### config.mk
export PLATFORM = sky130hd
export DESIGN_NAME = l2_norm_core_flat
export DESIGN_NICKNAME = d
export VERILOG_FILES = /design/src/rtl/l2_norm_core_if.sv /design/src/rtl/l2_norm_core.sv /design/src/flat_wrapper.sv
export SDC_FILE = /design/constraint.sdc
export NUM_CORES = 2
export LEC_CHECK = 0
export CORE_UTILIZATION = 55
export CTS_CLUSTER_DIAMETER = 60
export CTS_CLUSTER_SIZE = 20
export DETAILED_ROUTE_END_ITERATION = 6
export HOLD_SLACK_MARGIN = 0.02
export PLACE_DENSITY = 0.73
export SLEW_MARGIN = 40
export SYNTH_ARGS = -nofsm -noshare
export SYNTH_HDL_FRONTEND = slang
export SYNTH_SLANG_ARGS = --single-unit
### constraint.sdc
create_clock -name clk -period 7.7 [get_ports clk]
set_input_delay 1.54 -clock clk [delete_from_list [all_inputs] [get_ports clk]]
set_output_delay 1.54 -clock clk [all_outputs]
set_load 0.02 [all_outputs]
### src/rtl/l2_norm_core_if.sv
// rtl/l2_norm_core_if.sv - vector input stream and norm result stream for l2_norm_core
interface l2_norm_core_if #(
    parameter int LANES  = 8,
    parameter int ELEM_W = 8
);
    logic [LANES*ELEM_W-1:0] in_data;
    logic [LANES-1:0]        in_keep;
    logic                    in_valid;
    logic                    in_last;
    logic                    in_ready;
    logic [31:0]             out_data;
    logic                    out_valid;
    logic                    out_last;
    logic                    out_ready;

    modport master (
        output in_data, in_keep, in_valid, in_last, out_ready,
        input  in_ready, out_data, out_valid, out_last
    );

    modport slave (
        input  in_data, in_keep, in_valid, in_last, out_ready,
        output in_ready, out_data, out_valid, out_last
    );
endinterface

### src/rtl/l2_norm_core.sv
// rtl/l2_norm_core.sv - streaming sum-of-squares with Newton integer sqrt, Q24.8 result (option: FRAC_SQRT_EN)
module l2_norm_core #(
    parameter int LANES  = 8,
    parameter int ELEM_W = 8,
    parameter int ACC_W  = 32
) (
    input  logic             clk,
    input  logic             rstn,
    l2_norm_core_if.slave    s
);
`ifdef FRAC_SQRT_EN
    localparam int SW = ACC_W + 16;
`else
    localparam int SW = ACC_W;
`endif
    localparam int CNT_W = $clog2(SW + 1);

    typedef enum logic [1:0] {ACCUM, SQRT, HOLD} state_t;

    state_t           state;
    logic [ACC_W-1:0] acc;
    logic [ACC_W-1:0] beat_sum;
    logic [ACC_W-1:0] acc_next;
    logic [SW-1:0]    sq_n_next;
    logic [SW-1:0]    sq_n;
    logic [SW-1:0]    sq_x;
    logic [SW-1:0]    x0;
    logic [SW-1:0]    new_x;
    logic [SW-1:0]    div_q;
    logic [SW-1:0]    div_rem;
    logic [SW:0]      rem_sh;
    logic             rem_ge;
    logic [CNT_W-1:0] div_cnt;
    logic             sq_init;
    logic             in_ready_r;
    logic             out_valid_r;
    logic [31:0]      out_data_r;
    logic [31:0]      root_fmt;

    function automatic logic [2*ELEM_W-1:0] square(input logic [ELEM_W-1:0] v);
        logic signed [2*ELEM_W-1:0] e;
        e = {{ELEM_W{v[ELEM_W-1]}}, v};
        return e * e;
    endfunction

    always_comb begin
        beat_sum = '0;
        for (int i = 0; i < LANES; i++) begin
            if (s.in_keep[i])
                beat_sum = beat_sum + {{(ACC_W-2*ELEM_W){1'b0}}, square(s.in_data[i*ELEM_W +: ELEM_W])};
        end
    end

    assign acc_next = acc + beat_sum;

`ifdef FRAC_SQRT_EN
    assign sq_n_next = {acc_next, 16'h0000};
    assign root_fmt  = {8'h00, sq_x[23:0]};
`else
    assign sq_n_next = acc_next;
    assign root_fmt  = {8'h00, sq_x[15:0], 8'h00};
`endif

    // Seed 2^ceil(bitlen/2) is always >= sqrt(N), so Newton descends monotonically.
    always_comb begin
        int unsigned blen;
        blen = 0;
        for (int i = 0; i < SW; i++) begin
            if (sq_n[i])
                blen = i + 1;
        end
        x0 = SW'(1) << ((blen + 1) / 2);
    end

    assign rem_sh = {div_rem, div_q[SW-1]};
    assign rem_ge = rem_sh >= {1'b0, sq_x};
    assign new_x  = SW'(({1'b0, sq_x} + {1'b0, div_q}) >> 1);

    always_ff @(posedge clk or negedge rstn) begin
        if (!rstn) begin
            state       <= ACCUM;
            acc         <= '0;
            sq_n        <= '0;
            sq_x        <= '0;
            div_q       <= '0;
            div_rem     <= '0;
            div_cnt     <= '0;
            sq_init     <= 1'b0;
            in_ready_r  <= 1'b0;
            out_valid_r <= 1'b0;
            out_data_r  <= '0;
        end else begin
            case (state)
                ACCUM: begin
                    in_ready_r <= 1'b1;
                    if (s.in_valid && in_ready_r) begin
                        if (s.in_last) begin
                            sq_n       <= sq_n_next;
                            acc        <= '0;
                            sq_init    <= 1'b1;
                            in_ready_r <= 1'b0;
                            state      <= SQRT;
                        end else begin
                            acc <= acc_next;
                        end
                    end
                end
                SQRT: begin
                    if (sq_init) begin
                        sq_init <= 1'b0;
                        if (sq_n == '0) begin
                            out_data_r  <= '0;
                            out_valid_r <= 1'b1;
                            state       <= HOLD;
                        end else begin
                            sq_x    <= x0;
                            div_q   <= sq_n;
                            div_rem <= '0;
                            div_cnt <= CNT_W'(SW);
                        end
                    end else if (div_cnt != '0) begin
                        // One restoring-division step: quotient bits shift in as dividend bits shift out.
                        div_rem <= rem_ge ? SW'(rem_sh - {1'b0, sq_x}) : rem_sh[SW-1:0];
                        div_q   <= {div_q[SW-2:0], rem_ge};
                        div_cnt <= div_cnt - 1'b1;
                    end else if (new_x >= sq_x) begin
                        out_data_r  <= root_fmt;
                        out_valid_r <= 1'b1;
                        state       <= HOLD;
                    end else begin
                        sq_x    <= new_x;
                        div_q   <= sq_n;
                        div_rem <= '0;
                        div_cnt <= CNT_W'(SW);
                    end
                end
                HOLD: begin
                    if (s.out_ready) begin
                        out_valid_r <= 1'b0;
                        in_ready_r  <= 1'b1;
                        state       <= ACCUM;
                    end
                end
                default: state <= ACCUM;
            endcase
        end
    end

    assign s.in_ready  = in_ready_r;
    assign s.out_valid = out_valid_r;
    assign s.out_last  = out_valid_r;
    assign s.out_data  = out_data_r;
endmodule

### src/flat_wrapper.sv
// flat-port wrapper written by rule: the top's interface ports become plain ports
module l2_norm_core_flat 
#(
    parameter int LANES  = 8,
    parameter int ELEM_W = 8,
    parameter int ACC_W  = 32
)
  (clk, rstn, s_in_data, s_in_keep, s_in_valid, s_in_last, s_out_ready, s_in_ready, s_out_data, s_out_valid, s_out_last);
  l2_norm_core_if #(.LANES(LANES), .ELEM_W(ELEM_W)) s_i ();
  input  logic clk;
  input  logic rstn;
  input wire logic [$bits(s_i.in_data)-1:0] s_in_data;
  input wire logic [$bits(s_i.in_keep)-1:0] s_in_keep;
  input wire logic [$bits(s_i.in_valid)-1:0] s_in_valid;
  input wire logic [$bits(s_i.in_last)-1:0] s_in_last;
  input wire logic [$bits(s_i.out_ready)-1:0] s_out_ready;
  output wire logic [$bits(s_i.in_ready)-1:0] s_in_ready;
  output wire logic [$bits(s_i.out_data)-1:0] s_out_data;
  output wire logic [$bits(s_i.out_valid)-1:0] s_out_valid;
  output wire logic [$bits(s_i.out_last)-1:0] s_out_last;
  assign s_i.in_data = s_in_data;
  assign s_i.in_keep = s_in_keep;
  assign s_i.in_valid = s_in_valid;
  assign s_i.in_last = s_in_last;
  assign s_i.out_ready = s_out_ready;
  assign s_in_ready = s_i.in_ready;
  assign s_out_data = s_i.out_data;
  assign s_out_valid = s_i.out_valid;
  assign s_out_last = s_i.out_last;
  l2_norm_core #(.LANES(LANES), .ELEM_W(ELEM_W), .ACC_W(ACC_W)) u_core (.clk(clk), .rstn(rstn), .s(s_i));
endmodule
==> flow_summary.toml <==
[placement]
gp_congestion = 0.909
post-dp-hpwl_mm = 73.1
dpl_worst_slack_ps = -6980
port_buffers = 95

[worst_hold_path]
min-delay-start = "u_core.acc[3]"
hold_path_class = "reg2reg"

[detailed_routing]
num_vias = 32800
drc = 1
drtPass1Iterations = 7
drtIter0Drc = 2187
vias_per_cell = 5.50
ant_nets = 0
wl_per_cell_um = 16.2
postRouteWirelength_mm = 96.5

[die]
core-area_um2 = 63400
die_w_um = 256
start_util_pct = 56.1
dieArea_um2 = 65700
rows = 92
fp.dieH_um = 256
pin_count = 112

[cts]
cts_tree = "yes"
cts_inserted_buffers = 17
cts_root_buf = "clkbuf_16"
cts_sinks = 187
h-tree-depth = 4
clockBufferDepth = 2
clkLatencyLatePin_ps = 450
cts_hold_buf = 0
path_clk_slew_ps = 80

[critical_path]
r2r-start = "u_core.div_q[8]"
crit_start = "s_in_data[0]"
worst-r2r-setup-slack_ps = 1360
cp_slowest_cell = "fa_1"
crit_type = "in2reg"
crit_arrival_ps = 14560
cp-end-kind = "flip-flop"
path_max_fanout = 5
cp_common_cell = "ha_4"
timing.critical_path.required_ps = 8060
max_stage_delay_ps = 490
setup.worst_path.start_class = "primary input"

[yosys]
postSynth.topFlopCell = "dfrtp_1"
synth_cells = 4232
yosys.area.top_type = "fa_1"
synth_area_leaders = "fa_1 21%, ha_1 15%, dfrtp_1 13%"
yosysTopAreaCellShare_pct = 20.8
ys_ff_latch = 187
syn_avg_cell_area_um2 = 8.40
ys_warn_count = 0
synth-seq-area-share_pct = 13.2
synth-async-reset-ratio_pct = 100
synthesis.area_um2 = 35600
synth_cell_types = 82
synth_enable_flop_cells = 0

[timing]
fin_worst_skew_ps = 16.0
worst_pin_slew_ps = 831
max_slew_margin_pct = 44.1
fmax_mhz = 70.4
hold_viol_final = 0
slew_violations = 0
tns_ps = -285370
rsz0062_at_grt = "true"
period_needed_ps = 14200
finalCritPeriodShare_pct = 184
setup_slack_ps = -6500
setup_viol = 58

[global_route]
antenna_found_initial = 4
grt_pass1_vias = 33200
grt_max_degree = 111
track_usage_pct = 28.6
grt_overflow = 0
grt_first_pass_wirelength_mm = 158

[finish]
final_cell_mix = "836 x buf_4, 586 x inv_1, 365 x fa_1"
drive_gt1_share_pct = 26.9
final_common_cell = "buf_4"
nNetsFinal = 5995
area_growth_pct = 32.3

[status]
status = "complete, but fails checks"
violations = "design-rule violations, negative setup slack"

[flow_run]
drv_cap = 0
[critical path: cells and delay by family]
family,cells,cell delay (ps)
AO/OA/AOI/OAI,27,4720
AND/OR/NAND/NOR,8,900
adder cells (fa/ha/maj),13,4400
buffers and inverters,12,1130
XOR/XNOR,9,1280
multiplexers,2,570
[path summary, 6_finish.rpt]
path	end	cells after the start
setup / recovery	u_core.acc[26]	71
hold / removal	u_core.acc[3]	2
setup reg to reg	u_core.div_cnt[4]	27
hold reg to reg	u_core.acc[3]	2
max in group asynchronous	u_core.sq_init	2
min in group asynchronous	u_core.s.out_last	1
[metal layers]
layer	up-vias	part of all wire, %	track usage (%)
li1	15800	-	-
met3	226	4.2	2.57
met2	861	50	50.5
met4	2	3.4	7.87
met1	15900	43	37.4
met5	-	0.011	0
[synthesized netlist by cell type, types with 11 or more instances]
master / number
inv_1: 613
ha_1: 440
fa_1: 370
nand2_1: 338
a21oi_1: 306
nor2_1: 302
xnor2_1: 244
o21ai_0: 241
dfrtp_1: 187
and2_1: 136
clkbuf_1: 102
a21o_1: 88
xor2_1: 84
nand2b_1: 70
nor2b_1: 67
nand3_1: 61
o21bai_1: 61
mux2_2: 60
o21a_1: 43
o22ai_1: 40
nor3_1: 36
mux2i_1: 23
o31ai_1: 22
a22oi_1: 20
buf_4: 17
nor4_1: 17
a211oi_1: 16
a31oi_1: 16
or3_1: 15
a21boi_0: 13
o211ai_1: 13
and3_1: 11
nand4_1: 11
[sequential cells by signal, summed over array words and instances (netlist names), 2 cells and up]
signal / cells
u_core.s.out_data: 16
u_core.div_rem: 32
u_core.state: 2
u_core.acc: 32
u_core.sq_n: 32
u_core.div_cnt: 6
u_core.div_q: 32
u_core.sq_x: 32
[cell type report]
type	instances	area, um^2
Inverter	617	2320
Multi-Input combinational cell	3317	30700
Fill cell	4362	16400
Sequential cell	187	4680
Tap cell	846	1060
Clock inverter	14	129
Timing Repair Buffer	968	7690
Antenna cell	3	7.51
Clock buffer	18	429
[logic make-up after synthesis]
family                   share of synthesized area (%)
flip-flops                                        13.2
buffers and inverters                             8.06
multiplexers                                      2.55
other                                           0.0105
adder cells (fa/ha/maj)                           36.3
AO/OA/AOI/OAI                                     17.2
XOR/XNOR                                          8.13
AND/OR/NAND/NOR                                   14.6
[through the flow]
| stage | hold slack, ps | std cells | cell area [um^2] | util, % |
|---|---|---|---|---|
| floorplan | 453 | 4249 | 36500 | - |
| global placement | 473 | 5812 | 43600 | 68.7 |
| detailed placement | 486 | 5812 | 43600 | 68.8 |
| CTS | 495 | 5934 | 46100 | 72.6 |
| global route | 523 | 5969 | 47000 | 74.1 |
| finish | 502 | 5970 | 47000 | 74.1 |
[what timing repair did]
item	4_1_cts	5_1_grt
gates resized for setup	317	155
buffers inserted	91	33
gates cloned	1	0
endpoints found under the setup margin	61	62
pin swaps	165	89
Power is not shown: default switching activity piles up to over one toggle a cycle in this logic, so the estimate is an artifact.
